--- src/rtl/vga_sync_decoder.sv ---
// ---------------------------------------------------------------------------
// vga_sync_decoder
//   Receive side of a VGA timing stream (HS / VS / blank). Measures the line
//   and frame periods, locks once LockFrames consecutive frames have been
//   fault free, and regenerates line/column coordinates plus a pixel-valid
//   strobe for a capture path.
//
// Ports
//   clk, rst        pixel clock, asynchronous active-high reset
//   horizontalSync  HS from the generator (polarity set by SyncActive)
//   verticalSync    VS from the generator (polarity set by SyncActive)
//   blank           1 = active video
//   column, line    recovered coordinates of the sample taken 2 clocks ago
//   pixelValid      locked and that sample was an active pixel
//   frameStart      one-cycle pulse per VS leading edge
//   locked          timing verified for LockFrames frames
//   syncError       one-cycle pulse when a locked stream breaks timing
//   hPeriod         last measured line period (clocks)
//   vPeriod         last measured frame period (lines)
// ---------------------------------------------------------------------------
module vga_sync_decoder #(
  parameter int HActive    = 640,
  parameter int HTotal     = 800,
  parameter int VActive    = 480,
  parameter int VTotal     = 525,
  parameter int LockFrames = 2,
  parameter bit SyncActive = 1'b0
) (
  input  logic        clk,
  input  logic        rst,
  input  logic        horizontalSync,
  input  logic        verticalSync,
  input  logic        blank,
  output logic [9:0]  column,
  output logic [8:0]  line,
  output logic        pixelValid,
  output logic        frameStart,
  output logic        locked,
  output logic        syncError,
  output logic [10:0] hPeriod,
  output logic [9:0]  vPeriod
);

  localparam logic [10:0] HMAX      = 11'd2047;
  localparam logic [9:0]  VMAX      = 10'd1023;
  localparam logic [11:0] HTOT      = 12'(HTotal);
  localparam logic [9:0]  VTOT      = 10'(VTotal);
  localparam logic [9:0]  COL_LAST  = 10'(HActive - 1);
  localparam logic [8:0]  LINE_LAST = 9'(VActive - 1);
  localparam logic [9:0]  COL_END   = 10'(HActive);
  localparam logic [8:0]  LINE_END  = 9'(VActive);
  localparam logic [2:0]  LOCK_N    = 3'(LockFrames);

  typedef enum logic [1:0] {
    ST_SEARCH,
    ST_MEASURE,
    ST_LOCK
  } state_t;

  state_t      state;

  // two-stage input history; s1 is the sample being processed, s2 the one before
  logic        hs_s1, hs_s2, vs_s1, vs_s2, bl_s1, bl_s2;

  logic [10:0] hcount;
  logic [9:0]  vcount;
  logic [2:0]  good_frames;
  logic        frame_fault;   // a fault has been seen in the current MEASURE frame
  logic        h_armed;       // previous HS edge seen since leaving SEARCH -> period is whole
  logic        line_pending;  // next blank rise is line 0 of the frame

  logic        hs_edge, vs_edge, bl_rise;
  logic [11:0] h_next_period;
  logic        h_sat;
  logic        h_fault, v_fault, col_ovf, line_ovf, sat_fault, fault_now;
  logic [9:0]  col_next;
  logic [8:0]  line_next;
  logic        pend_next;

  assign hs_edge = (hs_s1 == SyncActive) && (hs_s2 != SyncActive);
  assign vs_edge = (vs_s1 == SyncActive) && (vs_s2 != SyncActive);
  assign bl_rise = bl_s1 & ~bl_s2;

  assign h_next_period = {1'b0, hcount} + 12'd1;
  assign h_sat         = (hcount == HMAX);

  // fault sources; only acted on outside SEARCH
  assign h_fault   = hs_edge & h_armed & (h_next_period != HTOT);
  assign v_fault   = vs_edge & (vcount != VTOT);
  assign col_ovf   = bl_s1 & bl_s2 & (column == COL_LAST);
  assign line_ovf  = bl_rise & ~(line_pending | vs_edge) & (line == LINE_LAST);
  assign sat_fault = h_sat & ~hs_edge;
  assign fault_now = (state != ST_SEARCH) &
                     (h_fault | v_fault | col_ovf | line_ovf | sat_fault);

  // column: restarts at 0 on each blank rise, holds at the last column on overrun
  always_comb begin
    col_next = '0;
    if (bl_s1) begin
      if (!bl_s2)                 col_next = '0;
      else if (column == COL_LAST) col_next = column;
      else                        col_next = column + 10'd1;
    end
  end

  // line: VS clears it and arms "next active line is 0"; VS is applied before
  // a blank rise landing in the same cycle
  always_comb begin
    line_next = line;
    pend_next = line_pending;
    if (vs_edge) begin
      line_next = '0;
      pend_next = 1'b1;
    end
    if (bl_rise) begin
      if (pend_next) begin
        line_next = '0;
        pend_next = 1'b0;
      end else if (line_next != LINE_LAST) begin
        line_next = line_next + 9'd1;
      end
    end
  end

  always_ff @(posedge clk or posedge rst) begin
    if (rst) begin
      hs_s1        <= ~SyncActive;
      hs_s2        <= ~SyncActive;
      vs_s1        <= ~SyncActive;
      vs_s2        <= ~SyncActive;
      bl_s1        <= 1'b0;
      bl_s2        <= 1'b0;
      hcount       <= '0;
      vcount       <= '0;
      good_frames  <= '0;
      frame_fault  <= 1'b0;
      h_armed      <= 1'b0;
      line_pending <= 1'b1;
      state        <= ST_SEARCH;
      column       <= '0;
      line         <= '0;
      pixelValid   <= 1'b0;
      frameStart   <= 1'b0;
      locked       <= 1'b0;
      syncError    <= 1'b0;
      hPeriod      <= '0;
      vPeriod      <= '0;
    end else begin
      hs_s1 <= horizontalSync;
      hs_s2 <= hs_s1;
      vs_s1 <= verticalSync;
      vs_s2 <= vs_s1;
      bl_s1 <= blank;
      bl_s2 <= bl_s1;

      // line period; a saturated count reports as 2047 rather than wrapping
      if (hs_edge) begin
        hcount  <= '0;
        hPeriod <= h_sat ? HMAX : h_next_period[10:0];
      end else if (!h_sat) begin
        hcount <= hcount + 11'd1;
      end

      // frame period; a coincident HS is line 1 of the new frame
      if (vs_edge) begin
        vPeriod <= vcount;
        vcount  <= hs_edge ? 10'd1 : 10'd0;
      end else if (hs_edge && vcount != VMAX) begin
        vcount <= vcount + 10'd1;
      end

      column       <= col_next;
      line         <= line_next;
      line_pending <= pend_next;
      frameStart   <= vs_edge;
      syncError    <= 1'b0;
      pixelValid   <= (state == ST_LOCK) & ~fault_now & bl_s1 &
                      (col_next < COL_END) & (line_next < LINE_END);

      // in SEARCH the next period is whole only if an HS edge lands right now
      h_armed <= (state == ST_SEARCH) ? hs_edge : (h_armed | hs_edge);

      case (state)
        ST_SEARCH: begin
          locked      <= 1'b0;
          frame_fault <= 1'b0;
          good_frames <= '0;
          if (vs_edge) state <= ST_MEASURE;
        end
        ST_MEASURE: begin
          locked <= 1'b0;
          if (vs_edge) begin
            frame_fault <= 1'b0;
            if (frame_fault | fault_now) begin
              good_frames <= '0;
            end else begin
              good_frames <= good_frames + 3'd1;
              if (good_frames + 3'd1 == LOCK_N) begin
                state  <= ST_LOCK;
                locked <= 1'b1;
              end
            end
          end else if (fault_now) begin
            frame_fault <= 1'b1;
          end
        end
        ST_LOCK: begin
          // locked stays high for the syncError cycle and drops in SEARCH
          if (fault_now) begin
            syncError <= 1'b1;
            state     <= ST_SEARCH;
          end
        end
        default: state <= ST_SEARCH;
      endcase
    end
  end

endmodule
--- config.mk ---
export PLATFORM = sky130hd
export DESIGN_NAME = vga_sync_decoder
export DESIGN_NICKNAME = d
export VERILOG_FILES = /design/src/rtl/vga_sync_decoder.sv
export SDC_FILE = /design/constraint.sdc
export NUM_CORES = 1
export LEC_CHECK = 0
export BUFFER_PORTS_ARGS = -buffer_cell sky130_fd_sc_hd__buf_2
export CAP_MARGIN = 20
export CORE_MARGIN = 4
export CORE_UTILIZATION = 50
export CTS_BUF_LIST = sky130_fd_sc_hd__clkbuf_4
export CTS_CLUSTER_SIZE = 25
export DETAILED_ROUTE_END_ITERATION = 6
export PLACE_DENSITY = 0.84
export SYNTH_ARGS = -nofsm -noshare
export SYNTH_HDL_FRONTEND = slang
export SYNTH_SLANG_ARGS = --single-unit
--- constraint.sdc ---
create_clock -name clk -period 2.08 [get_ports clk]
set_input_delay 0.104 -clock clk [delete_from_list [all_inputs] [get_ports clk]]
set_output_delay 0.104 -clock clk [all_outputs]
set_load 0.02 [all_outputs]
# Word-level counts from Yosys, hierarchy flattened
# Index checks and enable logic that the tools add are counted.
# totals
output_inout_bits	44
inputBits	5
regBits	79
wordCells	117
# op_classes
reduce_logical	10
bitwise_logic	27
n_mux	34
eq_ne	17
n_lt_le_gt_ge	2
n_addsub	6
# ops
operator	n
$mux W10	5
$mux W9	4
$mux W11	3
$add A10 B1 Y10 const B	2
$ne A10 B10 Y1 const B	2
$and A1 B1 Y1	14
$add A11 B1 Y12 const B	1
$ne A12 B10 Y1 const B	1
$ne A2 B2 Y1 const B	6
$add A11 B1 Y11 const B	1
$eq A11 B11 Y1 const B	1
$mux W1	11
$eq A10 B10 Y1 const B	1
$lt A10 B10 Y1 const B	1
$mux W2	5
$add A9 B1 Y9 const B	1
$eq A9 B9 Y1 const B	1
$lt A9 B9 Y1 const B	1
$ne A9 B9 Y1 const B	1
$or A1 B1 Y1	7
$mux W3	2
$not A1 Y1	6
$pmux W2 S3	1
$pmux W3 S2	1
other kinds (11)	17

# Logic depth before layout (Yosys ltp)
# depth
ltp_word	14
depth_mapped	10
depth_no_buf	8

# Worst setup path before layout
# No wires, ideal clock.
# synth_timing
path_type	reg-to-reg
start	register vs_s1
end	register pixelValid
t_arrival_ns	2.115
path_slack_ns	-0.183
stages_incl_launch_ff	10
period_less_slack_ns	2.263
setup_ns	0.148
required_ns	1.932
n_path_buf	2
path_cell_list	dfstp_2 > nand2b_1 > buf_2 > and2_1 > ha_1 > clkbuf_1 > and4_1 > mux2i_1 > a2111oi_1 > a211oi_2
# synth_between
elab_cells_between_ends	25
classes_between	1 x add/sub; 1 x order compare; 1 x eq/ne; 5 x mux; 16 x bitwise; 1 x reduce/logical
# synth_rtl
item	line_no	text
start: declaration	63	logic hs_s1, hs_s2, vs_s1, vs_s2, bl_s1, bl_s2;
start signal: assignment	129	vs_s1 <= ~SyncActive;
start signal: assignment	151	vs_s1 <= verticalSync;
$not A1 Y1 (*)	81	assign vs_edge = (vs_s1 == SyncActive) && (vs_s2 != SyncActive);
$logic_and A1 B1 Y1 (*)	81	
$mux W9	111	if (vs_edge) begin
$add A9 B1 Y9 or $ne A9 B9 Y1 (tied branches)	120, 119	
$mux W9	119	end else if (line_next != LINE_LAST) begin
$mux W9	116	if (pend_next) begin
$mux W9 (*)	115	if (bl_rise) begin
via line_next[8]	77	logic [8:0] line_next;
$lt A9 B9 Y1 (*)	178	(col_next < COL_END) & (line_next < LINE_END);
$and A1 B1 Y1 (*)	178	
end signal: assignment	177	pixelValid <= (state == ST_LOCK) & ~fault_now & bl_s1 &
end: declaration	36	output logic pixelValid,
# The timed path passes the listed nets; every way through them passes the cells marked *.
# A chain may end at the register's enable or synchronous reset.

# Worst setup path after layout
# layout_timing
start	register vcount[1]
end	register good_frames[0]
# layout_between
elab_chain_len	11
# layout_lines
item	line_no	text
start: declaration	66	logic [9:0] vcount;
start signal: assignment	167	vcount <= hs_edge ? 10'd1 : 10'd0;
start signal: assignment	169	vcount <= vcount + 10'd1;
$ne A10 B10 Y1	89	assign v_fault = vs_edge & (vcount != VTOT);
$and A1 B1 Y1	89	
$or A1 B1 Y1 (4 in series)	94	(h_fault | v_fault | col_ovf | line_ovf | sat_fault);
$and A1 B1 Y1	93	assign fault_now = (state != ST_SEARCH) &
$or A1 B1 Y1	194	if (frame_fault | fault_now) begin
$mux W3	194	
$mux W3	192	if (vs_edge) begin
$pmux W3 S2	183	case (state)
end signal: assignment	197	good_frames <= good_frames + 3'd1;
end: declaration	67	logic [2:0] good_frames;
# No other way between the ends. The select of a mux whose other input is x is not followed.

==> results.md <==
## Placed design
* **worst slack at placement** 1.390 ps
* **DP Wirelength** 5.867 mm
* **placement-stage cell area** 4228 µm²
* **Port-buffer cells** 48
* **placed insts** 535
* **GPL Wtd Cong** 0.8959

## Layout
* **count of antenna diodes in the layout** 0
* **fraction of final layout cells sized beyond drive strength 1** 24.73%
* **Finished Layout Cells** 556
* **Area growth syn-to-layout** 17.34%
* **number of filler cells placed in the layout** 596
* **total number of nets in the final design** 464
* **final standard cell area without fillers** 4471 µm²

## STA
* **RSZ-0062 raised after global routing** false
* **share of the clock period used by the worst path after layout** 94.75%
* **maximum clock rate** 0.5074 GHz
* **worst relative slew slack** 51.57%
* **final worst hold slack** 265.1 ps
* **final max-slew violation count** 0
* **Max Clock Skew** 18.03 ps
* **min Tclk post-route** 1971 ps
* **setup slack of the critical path after layout** 109.2 ps
* **hold violation total from the final report** 0
* **endpoints failing setup** 0
* **Slew @ Worst Pin** 725.0 ps

## Synth
* **Synth Net Count** 403
* **syn avg cell area** 9.744 µm²
* **number of distinct standard cells referenced by the synthesized netlist** 65
* **Synth Flop Type** sky130_fd_sc_hd__dfrtp_1
* **sequential fraction of the synthesis area** 52.05%
* **post-synth top area cell** sky130_fd_sc_hd__dfrtp_1
* **largest cells by area after synthesis** sky130_fd_sc_hd__dfrtp_1 (49%), sky130_fd_sc_hd__nand2_1 (5.8%), sky130_fd_sc_hd__nor2_1 (4.8%)
* **area share of the largest cell type after synthesis** 48.60%
* **total of warnings raised by yosys** 0
* **synthesized instance count** 391
* **total standard cell area after synthesis** 3810 µm²
* **number of enable-type register cells in the synthesized netlist** 0
* **FF+latch count, synth** 79
* **share of synthesized registers carrying an async set or reset** 100.0%

## Critical path
* **cell breakdown of the critical path** inv_2, ha_1, nor4bb_4, nand3_1, o41ai_2, and3_4, nand2_4, o31ai_4
* **CP Launch Type** flip-flop
* **Worst setup EP type** flip-flop
* **critical path arrival** 2310 ps
* **critical path fanouts, max** 6
* **launch point of the critical path** vcount[1]
* **slowest stage cell, crit path** sky130_fd_sc_hd__dfrtp_1
* **kind of cell adding the most delay to the critical path** simple AND/OR/NAND/NOR gates
* **CP peak stage delay** 420 ps
* **stages on the worst setup path** 8
* **count of cells along the worst register-to-register path** 8
* **required time worst endpoint** 2420 ps
* **Buf/Inv on CP** 1
* **category of the most critical setup path** reg -> reg
* **Critical R2R Launch** vcount[1]

## Clock tree
* **deepest level of the CTS H-tree** 3
* **maximum count of clock buffers along a single path** 2
* **number of CTS-inserted buffers** 9
* **clock slew at the register clock pins of the worst setup and hold paths** 140 ps
* **TritonCTS clock tree** built
* **clock tree root driver cell** sky130_fd_sc_hd__clkbuf_4
* **number of sinks handled by clock tree synthesis** 79
* **latest clock arrival within the worst-skew pair** 430 ps

## Drt
* **average detailed-routed wire length per instance** 14.99 µm
* **remaining number of nets flagged by the antenna check after routing** 0
* **number of search-and-repair iterations in the first detailed-routing pass** 4
* **DRC violation count after routing** 0
* **vias after detailed routing** 3141
* **Vias per Instance** 5.649
* **DR iter-0 viols** 154
* **aggregate routed wire length** 8.332 mm

## Run
* **Max-cap violations** 0

## Power and ir drop
* **Worst VDD drop** 0.6888 mV
* **power density over cell area** 735.2 nW/µm²
* **reported leakage power** 2.127 nW

## Min path
* **path class of the lowest-slack min-delay path** in -> async

## Status
* **status** finished, final reports clean

## GRT
* **total overflow reported by the global router** 0
* **via count of the first global-routing pass** 3126
* **maximum number of pins on one net before global-route repair** 54
* **all-layer global routing usage** 19.88%
* **number of antenna violations at the first check in global routing** 0
* **global-route wire length before repair** 14.23 mm

## Floorplan
* **die width** 95.29 µm
* **die height** 95.29 µm
* **initial cell density of the core** 51.97%
* **Boundary Pins** 49
* **standard-cell rows** 31
* **CORE AREA** 7331 µm²
* **die footprint** 9080 µm²

[synth_stat cells, types with 3 or more instances]
| master | count |
|---|---|
| sky130_fd_sc_hd__a21oi_1 | 14 |
| sky130_fd_sc_hd__a31oi_1 | 8 |
| sky130_fd_sc_hd__a41oi_1 | 3 |
| sky130_fd_sc_hd__and2_1 | 4 |
| sky130_fd_sc_hd__and3_1 | 5 |
| sky130_fd_sc_hd__buf_2 | 3 |
| sky130_fd_sc_hd__clkbuf_1 | 12 |
| sky130_fd_sc_hd__dfrtp_1 | 74 |
| sky130_fd_sc_hd__dfstp_2 | 5 |
| sky130_fd_sc_hd__ha_1 | 7 |
| sky130_fd_sc_hd__inv_1 | 11 |
| sky130_fd_sc_hd__mux2i_1 | 4 |
| sky130_fd_sc_hd__nand2_1 | 59 |
| sky130_fd_sc_hd__nand2b_1 | 7 |
| sky130_fd_sc_hd__nand3_1 | 13 |
| sky130_fd_sc_hd__nand3_2 | 3 |
| sky130_fd_sc_hd__nand4_1 | 8 |
| sky130_fd_sc_hd__nor2_1 | 49 |
| sky130_fd_sc_hd__nor2b_1 | 5 |
| sky130_fd_sc_hd__nor3_1 | 6 |
| sky130_fd_sc_hd__o21a_1 | 3 |
| sky130_fd_sc_hd__o21ai_0 | 22 |
| sky130_fd_sc_hd__o31ai_1 | 3 |
| sky130_fd_sc_hd__xor2_1 | 13 |
[cell type report]
cell class                 instances  area, µm²  share of cell area (%)
sequential                        79       1989                   44.50
clock inverter                     7      63.81                   1.427
tap                               99      123.9                   2.771
clock buffer                       9      67.56                   1.511
multi-input combinational        284       1775                   39.71
inverter                          11      45.04                   1.008
timing repair buffer              67      405.4                   9.068
[path summary, 6_finish.rpt]
check                           slack, ps        endpoint
max in group asynchronous            1110    line_pending
worst max-delay path                  110  good_frames[0]
worst min-delay path                  270        state[0]
min in group clk                      310           vs_s1
worst max register to register        110  good_frames[0]
worst min register to register        380           vs_s2
[registers in the layout, summed over array words and instances, names as in the netlist, 2 cells and up]
signal       flops
column          10
good_frames      3
hPeriod         11
hcount          11
line             9
state            2
vPeriod         10
vcount          10
[power by group]
part | switching [mW] | leakage (nW) | total [mW] | internal (mW)
Combinational | 0.336 | 1.01 | 0.569 | 0.232
Sequential | 0.152 | 1.04 | 1.83 | 1.68
Clock | 0.527 | 0.0708 | 0.884 | 0.357
Total | 1.02 | 2.13 | 3.29 | 2.27
[per-layer routing]
metal	part of all wire, %	up-vias	track usage (%)	wire length [µm]
met2	50	96	33.35	4168
met5	0	-	0	0
met1	43	1534	25.40	3561
li1	-	1494	-	-
met3	5.3	17	3.157	438
met4	2.0	0	8.654	163
[worst min-delay path, stage by stage]
cell                            delay [ps]
sky130_fd_sc_hd__dlygate4sd3_1         530
sky130_fd_sc_hd__buf_2                 130
sky130_fd_sc_hd__clkinvlp_4            400
[cells in the final DEF (no fill, tap or decap), types with 9 or more instances in the layout]
cell type and n:
sky130_fd_sc_hd__o21ai_0 21, sky130_fd_sc_hd__xor2_1 13, sky130_fd_sc_hd__nand2_1 59, sky130_fd_sc_hd__buf_4 14, sky130_fd_sc_hd__a21oi_1 14, sky130_fd_sc_hd__nor2_1 49, sky130_fd_sc_hd__dfrtp_1 69, sky130_fd_sc_hd__nand3_1 13
sky130_fd_sc_hd__inv_1 9, sky130_fd_sc_hd__clkbuf_4 9, sky130_fd_sc_hd__buf_2 48
[logic make-up (layout without fill, tap and decap cells)]
logic type | count (synthesis) | after routing | share of synthesized area, %
multiplexers | 4 | 4 | 1.051
adder cells (fa/ha/maj) | 7 | 7 | 2.299
XOR/XNOR | 15 | 15 | 3.448
AND/OR/NAND/NOR | 181 | 181 | 24.11
buffers and inverters | 28 | 94 | 3.054
AO/OA/AOI/OAI | 77 | 77 | 13.99
flip-flops | 79 | 79 | 52.05
[repair_timing]
item | in CTS | in global routing
endpoints found under the setup margin | 1 | 7
pin swaps | 0 | 4
resized for setup | 1 | 13
buffers inserted | 0 | 1
hold buffers | 4 | 0
hold endpoints to repair | 29 | 0
[through the flow]
stage | TNS (ps) | utilization, % | power (mW)
5_1_grt | 0 | 60.98 | 3.477
4_1_cts | 0 | 60.11 | 3.272
3_3_place_gp | 0 | 57.67 | 2.360
2_1_floorplan | -33.94 | - | 2.215
3_5_place_dp | 0 | 57.67 | 2.392
6_report | 0 | 60.98 | 3.287
Note: power is estimated with default switching activity, not from simulation.
